<file path="src/rtl/elevator_pkg.sv">
// Shared elevator types: door FSM state encoding, default tick counts and
// the timer width helper used by the door controller.
package elevator_pkg;

    typedef enum logic [2:0] {
        CLOSED   = 3'd0,
        OPENING  = 3'd1,
        OPEN     = 3'd2,
        OVERLOAD = 3'd3,
        CLOSING  = 3'd4
    } door_state_t;

    localparam int DEF_MOVE_TICKS  = 3;
    localparam int DEF_DWELL_TICKS = 5;

    // Width of a down-counter able to hold N-1 for the larger of the two
    // phase lengths; never narrower than one bit.
    function automatic int timer_width(input int move_ticks, input int dwell_ticks);
        int max_ticks;
        int w;
        max_ticks = (move_ticks > dwell_ticks) ? move_ticks : dwell_ticks;
        w = $clog2(max_ticks);
        return (w < 1) ? 1 : w;
    endfunction

    // Door is fully open (and passenger counting allowed) in these states.
    function automatic logic door_level(input door_state_t st);
        return (st == OPEN) || (st == OVERLOAD);
    endfunction

endpackage

</file>
<file path="src/rtl/door_controller_if.sv">
// Signal bundle between the cabin/weight side and the door controller.
// The master drives requests and sensor levels; the slave (controller)
// drives door level, alarm, interlock and debug state.
interface door_controller_if;
    logic       arrive;
    logic       door_open_btn;
    logic       door_close_btn;
    logic       obstruction;
    logic       weight_limit_exceeded;
    logic       weight_recount;
    logic       door;
    logic       weight_flip_reset;
    logic       buzzer;
    logic       car_ready;
    logic [2:0] state_o;

    modport master (
        output arrive,
        output door_open_btn,
        output door_close_btn,
        output obstruction,
        output weight_limit_exceeded,
        output weight_recount,
        input  door,
        input  weight_flip_reset,
        input  buzzer,
        input  car_ready,
        input  state_o
    );

    modport slave (
        input  arrive,
        input  door_open_btn,
        input  door_close_btn,
        input  obstruction,
        input  weight_limit_exceeded,
        input  weight_recount,
        output door,
        output weight_flip_reset,
        output buzzer,
        output car_ready,
        output state_o
    );
endinterface

</file>
<file path="src/rtl/door_controller_timer.sv">
// Loadable saturating down-counter: load has priority, otherwise it
// decrements while enabled and holds at zero instead of wrapping.
module door_timer #(
    parameter int WIDTH = 3
) (
    input  logic             clk,
    input  logic             rst_n,
    input  logic             load,
    input  logic [WIDTH-1:0] load_val,
    input  logic             en,
    output logic             zero
);

    logic [WIDTH-1:0] cnt_r;

    // Counter register: load, saturating decrement, or hold.
    always_ff @(posedge clk or negedge rst_n) begin
        if (!rst_n) begin
            cnt_r <= '0;
        end else if (load) begin
            cnt_r <= load_val;
        end else if (en && (cnt_r != '0)) begin
            cnt_r <= cnt_r - {{(WIDTH-1){1'b0}}, 1'b1};
        end else begin
            cnt_r <= cnt_r;
        end
    end

    assign zero = (cnt_r == '0);

endmodule

</file>
<file path="src/rtl/door_controller.sv">
// Car door controller: sequences open/dwell/close, reopens on obstruction,
// holds the door open with an alarm while overloaded, pulses the weight
// counter clear when an overload is resolved by recount, and grants motion
// only with the door closed and the load within limit.
module door_controller
    import elevator_pkg::*;
#(
    parameter int MOVE_TICKS  = DEF_MOVE_TICKS,
    parameter int DWELL_TICKS = DEF_DWELL_TICKS
) (
    input  logic              clk,
    input  logic              button_reset,
    door_controller_if.slave  bus
);

    localparam int TW = timer_width(MOVE_TICKS, DWELL_TICKS);
    localparam logic [TW-1:0] MOVE_LOAD  = TW'(MOVE_TICKS - 1);
    localparam logic [TW-1:0] DWELL_LOAD = TW'(DWELL_TICKS - 1);

    door_state_t   state_r;
    door_state_t   state_next_s;
    logic          load_s;
    logic [TW-1:0] load_val_s;
    logic          en_s;
    logic          zero_s;
    logic          flip_next_s;
    logic          door_r;
    logic          buzzer_r;
    logic          flip_r;

    door_timer #(.WIDTH(TW)) u_timer (
        .clk      (clk),
        .rst_n    (button_reset),
        .load     (load_s),
        .load_val (load_val_s),
        .en       (en_s),
        .zero     (zero_s)
    );

    // Next-state and timer control; every phase change reloads the timer.
    always_comb begin
        state_next_s = state_r;
        load_s       = 1'b0;
        load_val_s   = '0;
        en_s         = 1'b0;
        flip_next_s  = 1'b0;
        case (state_r)
            CLOSED: begin
                if (bus.arrive || bus.door_open_btn) begin
                    state_next_s = OPENING;
                    load_s       = 1'b1;
                    load_val_s   = MOVE_LOAD;
                end else begin
                    state_next_s = CLOSED;
                end
            end
            OPENING: begin
                if (zero_s) begin
                    state_next_s = OPEN;
                    load_s       = 1'b1;
                    load_val_s   = DWELL_LOAD;
                end else begin
                    en_s = 1'b1;
                end
            end
            OPEN: begin
                if (bus.weight_limit_exceeded) begin
                    state_next_s = OVERLOAD;
                end else if (bus.door_open_btn) begin
                    load_s     = 1'b1;
                    load_val_s = DWELL_LOAD;
                end else if (bus.door_close_btn || zero_s) begin
                    state_next_s = CLOSING;
                    load_s       = 1'b1;
                    load_val_s   = MOVE_LOAD;
                end else begin
                    en_s = 1'b1;
                end
            end
            OVERLOAD: begin
                // Recount takes precedence so the weight counter is cleared
                // even when the flag drops in the same cycle.
                if (bus.weight_recount) begin
                    state_next_s = OPEN;
                    load_s       = 1'b1;
                    load_val_s   = DWELL_LOAD;
                    flip_next_s  = 1'b1;
                end else if (!bus.weight_limit_exceeded) begin
                    state_next_s = OPEN;
                    load_s       = 1'b1;
                    load_val_s   = DWELL_LOAD;
                end else begin
                    state_next_s = OVERLOAD;
                end
            end
            CLOSING: begin
                if (bus.obstruction || bus.door_open_btn || bus.weight_limit_exceeded) begin
                    state_next_s = OPENING;
                    load_s       = 1'b1;
                    load_val_s   = MOVE_LOAD;
                end else if (zero_s) begin
                    state_next_s = CLOSED;
                end else begin
                    en_s = 1'b1;
                end
            end
            default: begin
                state_next_s = CLOSED;
            end
        endcase
    end

    // State register plus registered output decodes aligned with the state.
    always_ff @(posedge clk or negedge button_reset) begin
        if (!button_reset) begin
            state_r  <= CLOSED;
            door_r   <= 1'b0;
            buzzer_r <= 1'b0;
            flip_r   <= 1'b0;
        end else begin
            state_r  <= state_next_s;
            door_r   <= door_level(state_next_s);
            buzzer_r <= (state_next_s == OVERLOAD);
            flip_r   <= flip_next_s;
        end
    end

    assign bus.door              = door_r;
    assign bus.buzzer            = buzzer_r;
    assign bus.weight_flip_reset = flip_r;
    assign bus.state_o           = state_r;
    assign bus.car_ready         = (state_r == CLOSED) && !bus.weight_limit_exceeded;

endmodule

</file>
<file path="src/flat_wrapper.sv">
// flat-port wrapper written by rule: the top's interface ports become plain ports
module door_controller_flat import elevator_pkg::*;
#(
    parameter int MOVE_TICKS  = DEF_MOVE_TICKS,
    parameter int DWELL_TICKS = DEF_DWELL_TICKS
)
  (clk, button_reset, bus_arrive, bus_door_open_btn, bus_door_close_btn, bus_obstruction, bus_weight_limit_exceeded, bus_weight_recount, bus_door, bus_weight_flip_reset, bus_buzzer, bus_car_ready, bus_state_o);
  door_controller_if bus_i ();
  input  logic clk;
  input  logic button_reset;
  input wire logic [$bits(bus_i.arrive)-1:0] bus_arrive;
  input wire logic [$bits(bus_i.door_open_btn)-1:0] bus_door_open_btn;
  input wire logic [$bits(bus_i.door_close_btn)-1:0] bus_door_close_btn;
  input wire logic [$bits(bus_i.obstruction)-1:0] bus_obstruction;
  input wire logic [$bits(bus_i.weight_limit_exceeded)-1:0] bus_weight_limit_exceeded;
  input wire logic [$bits(bus_i.weight_recount)-1:0] bus_weight_recount;
  output wire logic [$bits(bus_i.door)-1:0] bus_door;
  output wire logic [$bits(bus_i.weight_flip_reset)-1:0] bus_weight_flip_reset;
  output wire logic [$bits(bus_i.buzzer)-1:0] bus_buzzer;
  output wire logic [$bits(bus_i.car_ready)-1:0] bus_car_ready;
  output wire logic [$bits(bus_i.state_o)-1:0] bus_state_o;
  assign bus_i.arrive = bus_arrive;
  assign bus_i.door_open_btn = bus_door_open_btn;
  assign bus_i.door_close_btn = bus_door_close_btn;
  assign bus_i.obstruction = bus_obstruction;
  assign bus_i.weight_limit_exceeded = bus_weight_limit_exceeded;
  assign bus_i.weight_recount = bus_weight_recount;
  assign bus_door = bus_i.door;
  assign bus_weight_flip_reset = bus_i.weight_flip_reset;
  assign bus_buzzer = bus_i.buzzer;
  assign bus_car_ready = bus_i.car_ready;
  assign bus_state_o = bus_i.state_o;
  door_controller #(.MOVE_TICKS(MOVE_TICKS), .DWELL_TICKS(DWELL_TICKS)) u_core (.clk(clk), .button_reset(button_reset), .bus(bus_i));
endmodule
</file>
<file path="config.mk">
export PLATFORM = sky130hd
export DESIGN_NAME = door_controller_flat
export DESIGN_NICKNAME = d
export VERILOG_FILES = /design/src/rtl/elevator_pkg.sv /design/src/rtl/door_controller_if.sv /design/src/rtl/door_controller_timer.sv /design/src/rtl/door_controller.sv /design/src/flat_wrapper.sv
export SDC_FILE = /design/constraint.sdc
export NUM_CORES = 1
export LEC_CHECK = 0
export CAP_MARGIN = 0
export CORE_UTILIZATION = 41
export DETAILED_ROUTE_END_ITERATION = 8
export MAX_ROUTING_LAYER = met4
export PLACE_DENSITY = 0.81
export SKIP_CTS_REPAIR_TIMING = 1
export SLEW_MARGIN = 20
export SYNTH_ARGS = -nofsm -noshare
export SYNTH_HDL_FRONTEND = slang
export SYNTH_SLANG_ARGS = --single-unit
export TNS_END_PERCENT = 5
</file>
<file path="constraint.sdc">
create_clock -name clk -period 1.5 [get_ports clk]
set_input_delay 0.15 -clock clk [delete_from_list [all_inputs] [get_ports clk]]
set_output_delay 0.15 -clock clk [all_outputs]
set_load 0.01 [all_outputs]
</file>
# Yosys cells after proc, flatten, opt, wreduce, memory -nomap -nowiden
# Cells that the tools add are included.
# Widths: inputs -> output; s select.
dict set report op_classes {
  addsub 1
  eq_ne 6
  muxes 38
  reduce_logical 12
}
# cell count
set ops {}
lappend ops {{$mux 3} 14}
lappend ops {{$pmux 3 s5} 2}
lappend ops {{$mux 1} 17}
lappend ops {{$eq 3x2->1 const B} 4}
lappend ops {{$logic_not 3->1} 2}
lappend ops {{$mux 2} 3}
lappend ops {{$logic_or 1x1->1} 5}
lappend ops {{$pmux 1 s5} 1}
lappend ops {{$eq 3x1->1 const B} 1}
lappend ops {{$eq 3x3->1 const B} 1}
lappend ops {{$pmux 1 s3} 1}
lappend ops {{$reduce_bool 3->1} 1}
lappend ops {{$sub 3x1->3 const B} 1}
lappend ops {{$logic_and 1x1->1} 2}
lappend ops {{$reduce_bool 2->1} 1}
lappend ops {{$logic_not 1->1} 1}
dict set report word_totals {
  regBits 9
  in_bits 8
}

# Longest topological paths before layout
# Gate-level depths: netlist (run 1).
dict set report logic_depth {
  depth_word 9
  depth_mapped 7
  ltp_nobuf 6
}

# Hierarchy
# From an unflattened synthesis (run 1), not the netlist that was laid out.
dict set report hier_totals {
  cells_unflattened 55
  hier_area_um2 535.5
}
# mod n_inst cells_each area_each_um2 seq_area_each_um2
set by_module_without_submodules {}
lappend by_module_without_submodules {door_controller 1 36 327.8 150.1}
lappend by_module_without_submodules {door_timer 1 19 207.7 75.1}

# Least setup slack after synthesis (run 1)
# No wires, ideal clock.
dict set report synth_path {
  path_type {flip-flop to flip-flop}
  from {register u_core.state_r[0], in the netlist u_core.bus.state_o[0]}
  to {register u_core.u_timer.cnt_r[1]}
  setup_ns 0.086
  t_arrival_ns 1.626
  required_ns 1.414
  path_slack_ns -0.212
  stages_incl_launch_ff 6
  path_buffers 1
  synth_period_minus_slack_ns 1.712
  cell_sequence {dfrtp_1 or3b_1 or3b_1 buf_6 and3_1 o221ai_2}
}
dict set report synth_between {
  elab_chain_len 4
}
# element line
set synth_lines {}
lappend synth_lines {{from (decl)} door_controller.sv:20} ;# door_state_t state_r;
lappend synth_lines {{from (signal assigned)} door_controller.sv:121} ;# state_r <= state_next_s;
lappend synth_lines {{$eq 3x3->1 (tied with other cells)} door_controller.sv:47} ;# case (state_r)
lappend synth_lines {{$pmux 1 s3} door_controller.sv:47}
lappend synth_lines {{$logic_and 1x1->1} door_controller_timer.sv:22} ;# end else if (en && (cnt_r != '0)) begin
lappend synth_lines {{$reduce_bool 2->1 (no line)} --}
lappend synth_lines {{to (signal assigned)} door_controller_timer.sv:21} ;# cnt_r <= load_val;
lappend synth_lines {{to (signal assigned)} door_controller_timer.sv:23} ;# cnt_r <= cnt_r - {{(WIDTH-1){1'b0}}, 1'b1};
lappend synth_lines {{to (signal assigned)} door_controller_timer.sv:25} ;# cnt_r <= cnt_r;
lappend synth_lines {{to (decl)} door_controller_timer.sv:14} ;# logic [WIDTH-1:0] cnt_r;
# Several ways; a longest one is shown, not always the timed one.
# A chain may end at the register's enable or synchronous reset.

# Worst setup path after layout (run 1)
dict set report layout_path {
  from {register u_core.state_r[0], in the netlist u_core.bus.state_o[0]}
  to {register u_core.u_timer.cnt_r[2]}
}
# Same word-level chain as after synthesis.

==> flow_metrics.py, run 1 <==
metrics = {
    "yosys": {
        "yosysUniqueCellTypes": 30,
        "synth_top_family_by_area": "simple AND/OR/NAND/NOR gates",
        "yosys-mux-area-fraction": 0,
        "yosys_register_bits": 9,
        "synthXorXnorAreaFrac": 0,
        "yosys.area_share.simple": 0.353,
        "avgSynthCellArea_sq_um": 10.1,
        "yosys_warnings": 0,
        "syn_area_sq_um": 584,
        "ys_seq_area_frac": 0.385,
        "synth_cells": 58,
        "synth-compound-area-share": 0.180,
        "synth-adder-area-share": 0.0428,
        "syn-num-nets": 68,
    },
    "power_and_ir_drop": {
        "peakVddDrop_mv": 1.08,
        "power_density_nw_per_um2": 1880,
        "p_leak_nw": 0.436,
    },
    "detailed_routing": {
        "wl_per_cell_um": 13.3,
        "wl_met1_um": 622,
        "wl_met3_um": 48,
        "dr_wl_met2_um": 763,
        "drc": 0,
        "postRouteAntennaNets": 0,
        "firstDrtPassIters": 5,
        "wirelength_um": 1450,
        "avgViaCountPerCell": 5.34,
        "vias": 582,
        "drtIter0Drc": 14,
        "maxUsedRoutingLayer": "met4",
    },
    "critical_path": {
        "crit_path_start_kind": "register",
        "end_kind": "register",
        "crit_family": "simple AND/OR/NAND/NOR gates",
        "worstSetupPathType": "register to register",
        "cp_common_cell": "or3b_4",
        "cp_max_fo": 7,
        "cpPeakStageDelay_ns": 0.44,
        "worstPathCellList": "or3b_4 -> or3b_4 -> a32o_1 -> o211ai_1",
        "arrival_ns": 1.89,
        "cp_slowest_cell": "dfrtp_2",
        "cp.required_ns": 1.67,
        "path_buf_inv": 0,
    },
    "timing": {
        "rsz0062_at_grt": "yes",
        "fmax_mhz": 583,
        "slew_violations": 0,
        "layout_min_cycle_time_ns": 1.72,
        "timing.final.ws_setup_ns": -0.216,
        "worstMarginPinSlew_ns": 0.420,
        "setup_violations": 3,
        "worst_clock_skew_ns": 0.00988,
        "hold_viol_final": 0,
        "max-slew-margin-rel": 0.720,
        "finalCritPeriodShare": 1.14,
    },
    "cells_and_area": {
        "area_growth_pct": 56.1,
        "drive_above_1_share": 0.362,
        "nNetsFinal": 105,
        "diodes": 0,
        "num-fill-cells": 110,
        "design_area_sq_um": 912,
        "final_common_cell": "buf_4",
        "layout_common_cells": "buf_4, clkdlybuf4s50_1, dfrtp_1",
    },
    "cts": {
        "cts_buffer_depth": 2,
        "cts_buffers": 3,
        "cts_tree": "yes",
        "cts_max_level": 1,
        "clock_latency_ns": 0.26,
        "clkSlewWorstSetupHoldPaths_ns": 0.06,
        "cts.sinks": 9,
        "ctsRootBufferMaster": "clkbuf_4",
    },
    "global_routing": {
        "grtUsageTotal": 0.232,
        "grt_pass1_vias": 552,
        "antenna_found_initial": 0,
        "globalRoute.totalOverflow": 0,
        "grt_pass1_wl_um": 2350,
        "grt_max_degree": 10,
    },
    "floorplanning": {
        "dieArea_sq_um": 1580,
        "start_util": 0.443,
        "std_cell_rows": 13,
        "core-area_sq_um": 1320,
        "dieWidth_um": 39.8,
        "die_h_um": 39.8,
        "io_pins": 15,
    },
    "status": {
        "status": "complete, but fails checks",
        "violations": "negative setup slack",
    },
    "job": {
        "drv_cap": 0,
    },
    "worst_hold_path": {
        "hp-class": "primary input to async pin",
    },
    "place": {
        "placed_cell_area_sq_um": 876,
        "post-dp-hpwl_um": 1180,
        "pre_cts_ws_ns": -0.377,
        "place_congestion": 0.816,
        "numPortBuffers": 14,
    },
}
## routing by layer
layer	up-vias	global-route usage
met3	2	0.00568
met5	-	-
li1	289	-
met1	273	0.282
met4	0	0.155
met2	18	0.373
## area by class of cell
| class | count | area (sq um) | area share |
|---|---|---|---|
| sequential | 9 | 228 | 0.250 |
| tap | 15 | 18.8 | 0.0206 |
| clock buffer | 4 | 26.3 | 0.0288 |
| inverter | 3 | 11.3 | 0.0123 |
| multi-input combinational | 45 | 348 | 0.381 |
| timing repair buffer | 33 | 280 | 0.307 |
## synthesized netlist by cell type
cell,count,share of area
dfrtp_1,9,0.39
inv_1,3,0.019
nand2_1,3,0.019
nand2b_1,3,0.032
nand4_1,3,0.032
nor2_1,3,0.019
a21oi_1,2,0.017
a22o_1,2,0.030
and3_1,2,0.021
ha_1,2,0.043
nand3b_1,2,0.026
nor2b_1,2,0.021
nor3_1,2,0.017
o211ai_1,2,0.026
o21ai_0,2,0.017
or3b_1,2,0.030
a31o_1,1,0.015
a32o_1,1,0.017
and2_1,1,0.011
and2b_2,1,0.015
and2b_4,1,0.017
buf_6,1,0.019
nand3b_4,1,0.034
nor3b_1,1,0.013
o221ai_2,1,0.026
o22a_2,1,0.017
o2bb2ai_1,1,0.015
or3_2,1,0.013
or3b_2,1,0.015
or4b_1,1,0.017
## power breakdown
group          leakage, nW  internal, mW  switching [mW]
clock network       0.0150         0.102          0.0794
registers            0.111         0.348          0.0751
logic                0.310         0.644           0.466
## kinds of logic (layout without fill, tap and decap cells)
| kind of cell | Yosys count | in the layout |
|---|---|---|
| adders and majority gates | 2 | 2 |
| buffers and inverters | 4 | 40 |
| AOI/OAI and AO/OA | 13 | 13 |
| and+or+nand+nor | 30 | 30 |
| DFF | 9 | 9 |
## worst reg2reg max path: stages (launching register included)
cell,delay (ns)
dfrtp_2,0.44
or3b_4,0.41
or3b_4,0.42
a32o_1,0.27
o211ai_1,0.09
## final timing paths
kind,start,endpoint,slack (ns),cells past startpoint
max,u_core.bus.state_o[0]$_DFF_PN0_,u_core.u_timer.cnt_r[2]$_DFFE_PN0P_,-0.22,4
min,button_reset,u_core.u_timer.cnt_r[2]$_DFFE_PN0P_,0.18,1
max reg2reg,u_core.bus.state_o[0]$_DFF_PN0_,u_core.u_timer.cnt_r[2]$_DFFE_PN0P_,-0.22,4
min reg2reg,u_core.u_timer.cnt_r[0]$_DFFE_PN0P_,u_core.u_timer.cnt_r[0]$_DFFE_PN0P_,0.65,3
max in group asynchronous,button_reset,u_core.bus.state_o[2]$_DFF_PN0_,1.02,1
min in group clk,bus_weight_recount,u_core.bus.weight_flip_reset$_DFF_PN0_,0.50,3
## registers in the layout, summed over array words and instances (netlist names)
signal,cells
u_core.bus.weight_flip_reset,1
u_core.bus.state_o,3
u_core.bus.door,1
u_core.u_timer.cnt_r,3
u_core.bus.buzzer,1
## through the flow
stage                     utilization  setup TNS, ns  hold WS (ns)  total power [mW]  std cells
after floorplan                     -         -0.530        -0.146             0.973         58
after global placement          0.665          -1.12         0.453              1.47        105
after detailed placement        0.665          -1.27         0.471              1.51        105
after CTS                       0.685          -1.27         0.186              1.70        109
after global routing            0.692         -0.743         0.209              1.84        109
final                           0.692         -0.520         0.181              1.72        109
Power figures use the tool's default switching activity.
==> inputs of run 2 (changes only) <==
--- a/config.mk
+++ b/config.mk
@@ -6,13 +6,14 @@
 export NUM_CORES = 1
 export LEC_CHECK = 0
 export CAP_MARGIN = 0
-export CORE_UTILIZATION = 41
+export CORE_UTILIZATION = 40
 export DETAILED_ROUTE_END_ITERATION = 8
 export MAX_ROUTING_LAYER = met4
-export PLACE_DENSITY = 0.81
+export PLACE_DENSITY = 0.8
 export SKIP_CTS_REPAIR_TIMING = 1
-export SLEW_MARGIN = 20
+export SLEW_MARGIN = 0
 export SYNTH_ARGS = -nofsm -noshare
 export SYNTH_HDL_FRONTEND = slang
+export SYNTH_HIERARCHICAL = 1
 export SYNTH_SLANG_ARGS = --single-unit
 export TNS_END_PERCENT = 5
==> run 2 against run 1 <==
  * The flow still finishes with violations (negative setup slack)
  * Hold slack got worse by 0.00059 ns
  * Critical path depth increased by 1
  * Count of clock-buffer cells in the layout unchanged
  * Wire length increased by 5.8%
  * Combinational power increased by 6%
  * Die area decreased by 5.8%
  * First-iteration DRC count increased by 14%
  * Sequential power decreased by 4%
  * Power increased by 3.0%
  * Flip-flop and latch count unchanged
  * Fmax decreased by 15%
  * Highest routed layer unchanged
==> flow_metrics.py, run 2 <==
metrics = {
    "power_and_ir_drop": {
        "power_density_nw_per_um2": 1980,
        "p_int_mw": 1.10,
        "p_sw_mw": 0.671,
        "peakVddDrop_mv": 1.01,
        "power.total_mw": 1.77,
        "p_clk_frac": 0.104,
        "p_leak_nw": 0.446,
        "pwr-share-seq": 0.230,
        "swShare": 0.380,
        "combPwrFrac": 0.666,
    },
    "timing": {
        "layout_min_cycle_time_ns": 2.01,
        "finalCritPeriodShare": 1.34,
        "slew_violations": 0,
        "setup_violations": 5,
        "worstMarginPinSlew_ns": 0.510,
        "max-slew-margin-rel": 0.656,
        "hold_viol_final": 0,
        "rsz0062_at_grt": "yes",
        "worst_clock_skew_ns": 0.00502,
        "fmax_mhz": 498,
        "timing.final.ws_setup_ns": -0.509,
    },
    "detailed_routing": {
        "firstDrtPassIters": 4,
        "wirelength_um": 1540,
        "postRouteAntennaNets": 0,
        "wl_per_cell_um": 14.9,
        "drc": 0,
        "vias": 562,
        "avgViaCountPerCell": 5.46,
        "drtIter0Drc": 16,
    },
    "global_routing": {
        "grtUsageTotal": 0.265,
        "grt_max_degree": 10,
        "grt_pass1_vias": 572,
        "antenna_found_initial": 0,
        "grt_pass1_wl_um": 2470,
        "globalRoute.totalOverflow": 0,
    },
    "yosys": {
        "synth-compound-area-share": 0.196,
        "yosys_most_used_dff": "dfrtp_1",
        "yosys_register_bits": 9,
        "synth-async-reset-ratio": 1.00,
        "yosys-mux-area-fraction": 0,
        "ys_seq_area_frac": 0.421,
        "syn-num-nets": 65,
        "synth-edff-count": 0,
        "synth-adder-area-share": 0.0467,
        "synth_area_leaders": "dfrtp_1, nor4b_1, a221o_1, ha_1, o21ai_0",
        "synth_top_family_by_area": "simple AND/OR/NAND/NOR gates",
        "yosys_warnings": 6,
        "yosys.area.top_type": "dfrtp_1",
        "synth_cells": 55,
        "avgSynthCellArea_sq_um": 9.74,
        "yosysMostFrequentCell": "dfrtp_1",
        "yosysUniqueCellTypes": 27,
        "yosys-top-cells-count": "dfrtp_1, inv_1, nand2_1, nor4b_1",
        "yosys.area_share.simple": 0.271,
        "syn_area_sq_um": 536,
        "synthXorXnorAreaFrac": 0,
        "synth.top_cell.area_share": 0.421,
    },
    "critical_path": {
        "ff2ff_path_depth": 5,
        "end_kind": "register",
        "rrSetupSlack_ns": -0.51,
        "path_buf_inv": 0,
        "crit_family": "simple AND/OR/NAND/NOR gates",
        "worstSetupPathType": "register to register",
        "cp-startpoint": "u_core/bus.state_o[2]$_DFF_PN0_",
        "cp_num_cells": 5,
        "cpPeakStageDelay_ns": 0.46,
        "reg2reg_from": "u_core/bus.state_o[2]$_DFF_PN0_",
        "r2r-end": "u_core/u_timer/cnt_r[2]$_DFFE_PN0P_",
        "cp-endpoint": "u_core/u_timer/cnt_r[2]$_DFFE_PN0P_",
        "cp_slowest_cell": "or4b_1",
        "arrival_ns": 2.14,
        "cp_max_fo": 4,
        "worstPathCellList": "or4b_1 -> or4_4 -> o311ai_4 -> nand2b_1 -> a221o_1",
        "crit_path_start_kind": "register",
        "cp.required_ns": 1.63,
    },
    "place": {
        "post-dp-hpwl_um": 1200,
        "place_congestion": 0.882,
        "dp_cells": 99,
        "numPortBuffers": 14,
    },
    "worst_hold_path": {
        "hp-class": "primary input to async pin",
    },
    "floorplanning": {
        "std_cell_rows": 12,
        "dieWidth_um": 38.6,
        "die_h_um": 38.6,
        "io_pins": 15,
        "core-area_sq_um": 1170,
        "dieArea_sq_um": 1490,
        "start_util": 0.457,
    },
    "cells_and_area": {
        "layout_common_cells": "buf_4, clkdlybuf4s50_1, dfrtp_1",
        "drive_above_1_share": 0.315,
        "final_common_cell": "buf_4",
        "area_growth_pct": 66.6,
        "diodes": 0,
        "num-fill-cells": 87,
        "nNetsFinal": 100,
        "final_cells": 103,
    },
    "cts": {
        "clock_latency_ns": 0.25,
        "cts_buffer_depth": 2,
        "cts.sinks": 9,
        "cts_tree": "yes",
        "cts_buffers": 3,
        "cts_max_level": 1,
        "ctsRootBufferMaster": "clkbuf_4",
        "clkSlewWorstSetupHoldPaths_ns": 0.06,
    },
    "job": {
        "drv_cap": 0,
    },
    "status": {
        "violations": "negative setup slack",
        "status": "complete, but fails checks",
    },
}
## run 2: cell types whose count changed after synthesis, moves of 2 or more
cell / delta
nand2b_1: -2
nor3_1: -2
nor4b_1: +4
a22o_1: -2
nand4_1: -3
nand3b_1: -2
or3b_1: -2
o211ai_1: -2
o31ai_1: +2
nand3_1: +2
a221o_1: +3
## run 2: how the worst min path moves through the flow
stage | startpoint | endpoint
6_report | button_reset | u_core/bus.state_o[0]$_DFF_PN0_
4_1_cts | button_reset | u_core/bus.state_o[0]$_DFF_PN0_
2_1_floorplan | button_reset | u_core/bus.buzzer$_DFF_PN0_
3_3_place_gp | button_reset | u_core/bus.weight_flip_reset$_DFF_PN0_
5_1_grt | button_reset | u_core/bus.state_o[0]$_DFF_PN0_
3_5_place_dp | button_reset | u_core/bus.door$_DFF_PN0_
## run 2: cell families after synthesis
family                     after synthesis
AOI/OAI and AO/OA                       14
adders and majority gates                2
buffers and inverters                    6
DFF                                      9
other                                    1
and+or+nand+nor                         23
## run 2: power by group through the flow
stage	Clock [mW]	Combinational, mW	Sequential, mW
after floorplan	0	0.571	0.434
after global placement	0	1.07	0.403
after detailed placement	0	1.12	0.409
after CTS	0.188	1.12	0.407
after global routing	0.207	1.27	0.416
final	0.183	1.18	0.407
## run 2: layer usage
metal | global-route usage | share of wire | vias up | routed length, um
li1 | - | - | 277 | -
met1 | 0.291 | 0.45 | 261 | 691
met2 | 0.429 | 0.49 | 20 | 756
met3 | 0.0578 | 0.040 | 4 | 61
met4 | 0.172 | 0.019 | 0 | 29
met5 | - | 0 | - | 0
## run 2: worst reg2reg max path: cells and delay by family, from the launching register on
kind	cells	cell delay, ns
AND/OR/NAND/NOR	3	1.05
AO/OA/AOI/OAI	2	0.42
flip-flops	1	0.41
## run 2: layout make-up
cell class / count / area [sq um] / share of cell area
clock buffer: 4 / 26.3 / 0.0295
inverter: 4 / 15.0 / 0.0168
multi-input combinational: 40 / 322 / 0.360
sequential: 9 / 226 / 0.254
tap: 14 / 17.5 / 0.0196
timing repair buffer: 32 / 285 / 0.320
## run 2: metrics by stage
stage               setup TNS [ns]  utilization  hold WS (ns)  area [sq um]  setup slack, ns
finish                       -1.54        0.762         0.180           892           -0.509
global route                 -2.05        0.762         0.202           892           -0.577
CTS                          -2.09        0.743         0.190           870           -0.541
detailed placement           -2.70        0.720         0.473           843           -0.742
global placement             -2.51        0.720         0.453           843           -0.688
floorplan                    -1.35            -        -0.146           567           -0.451
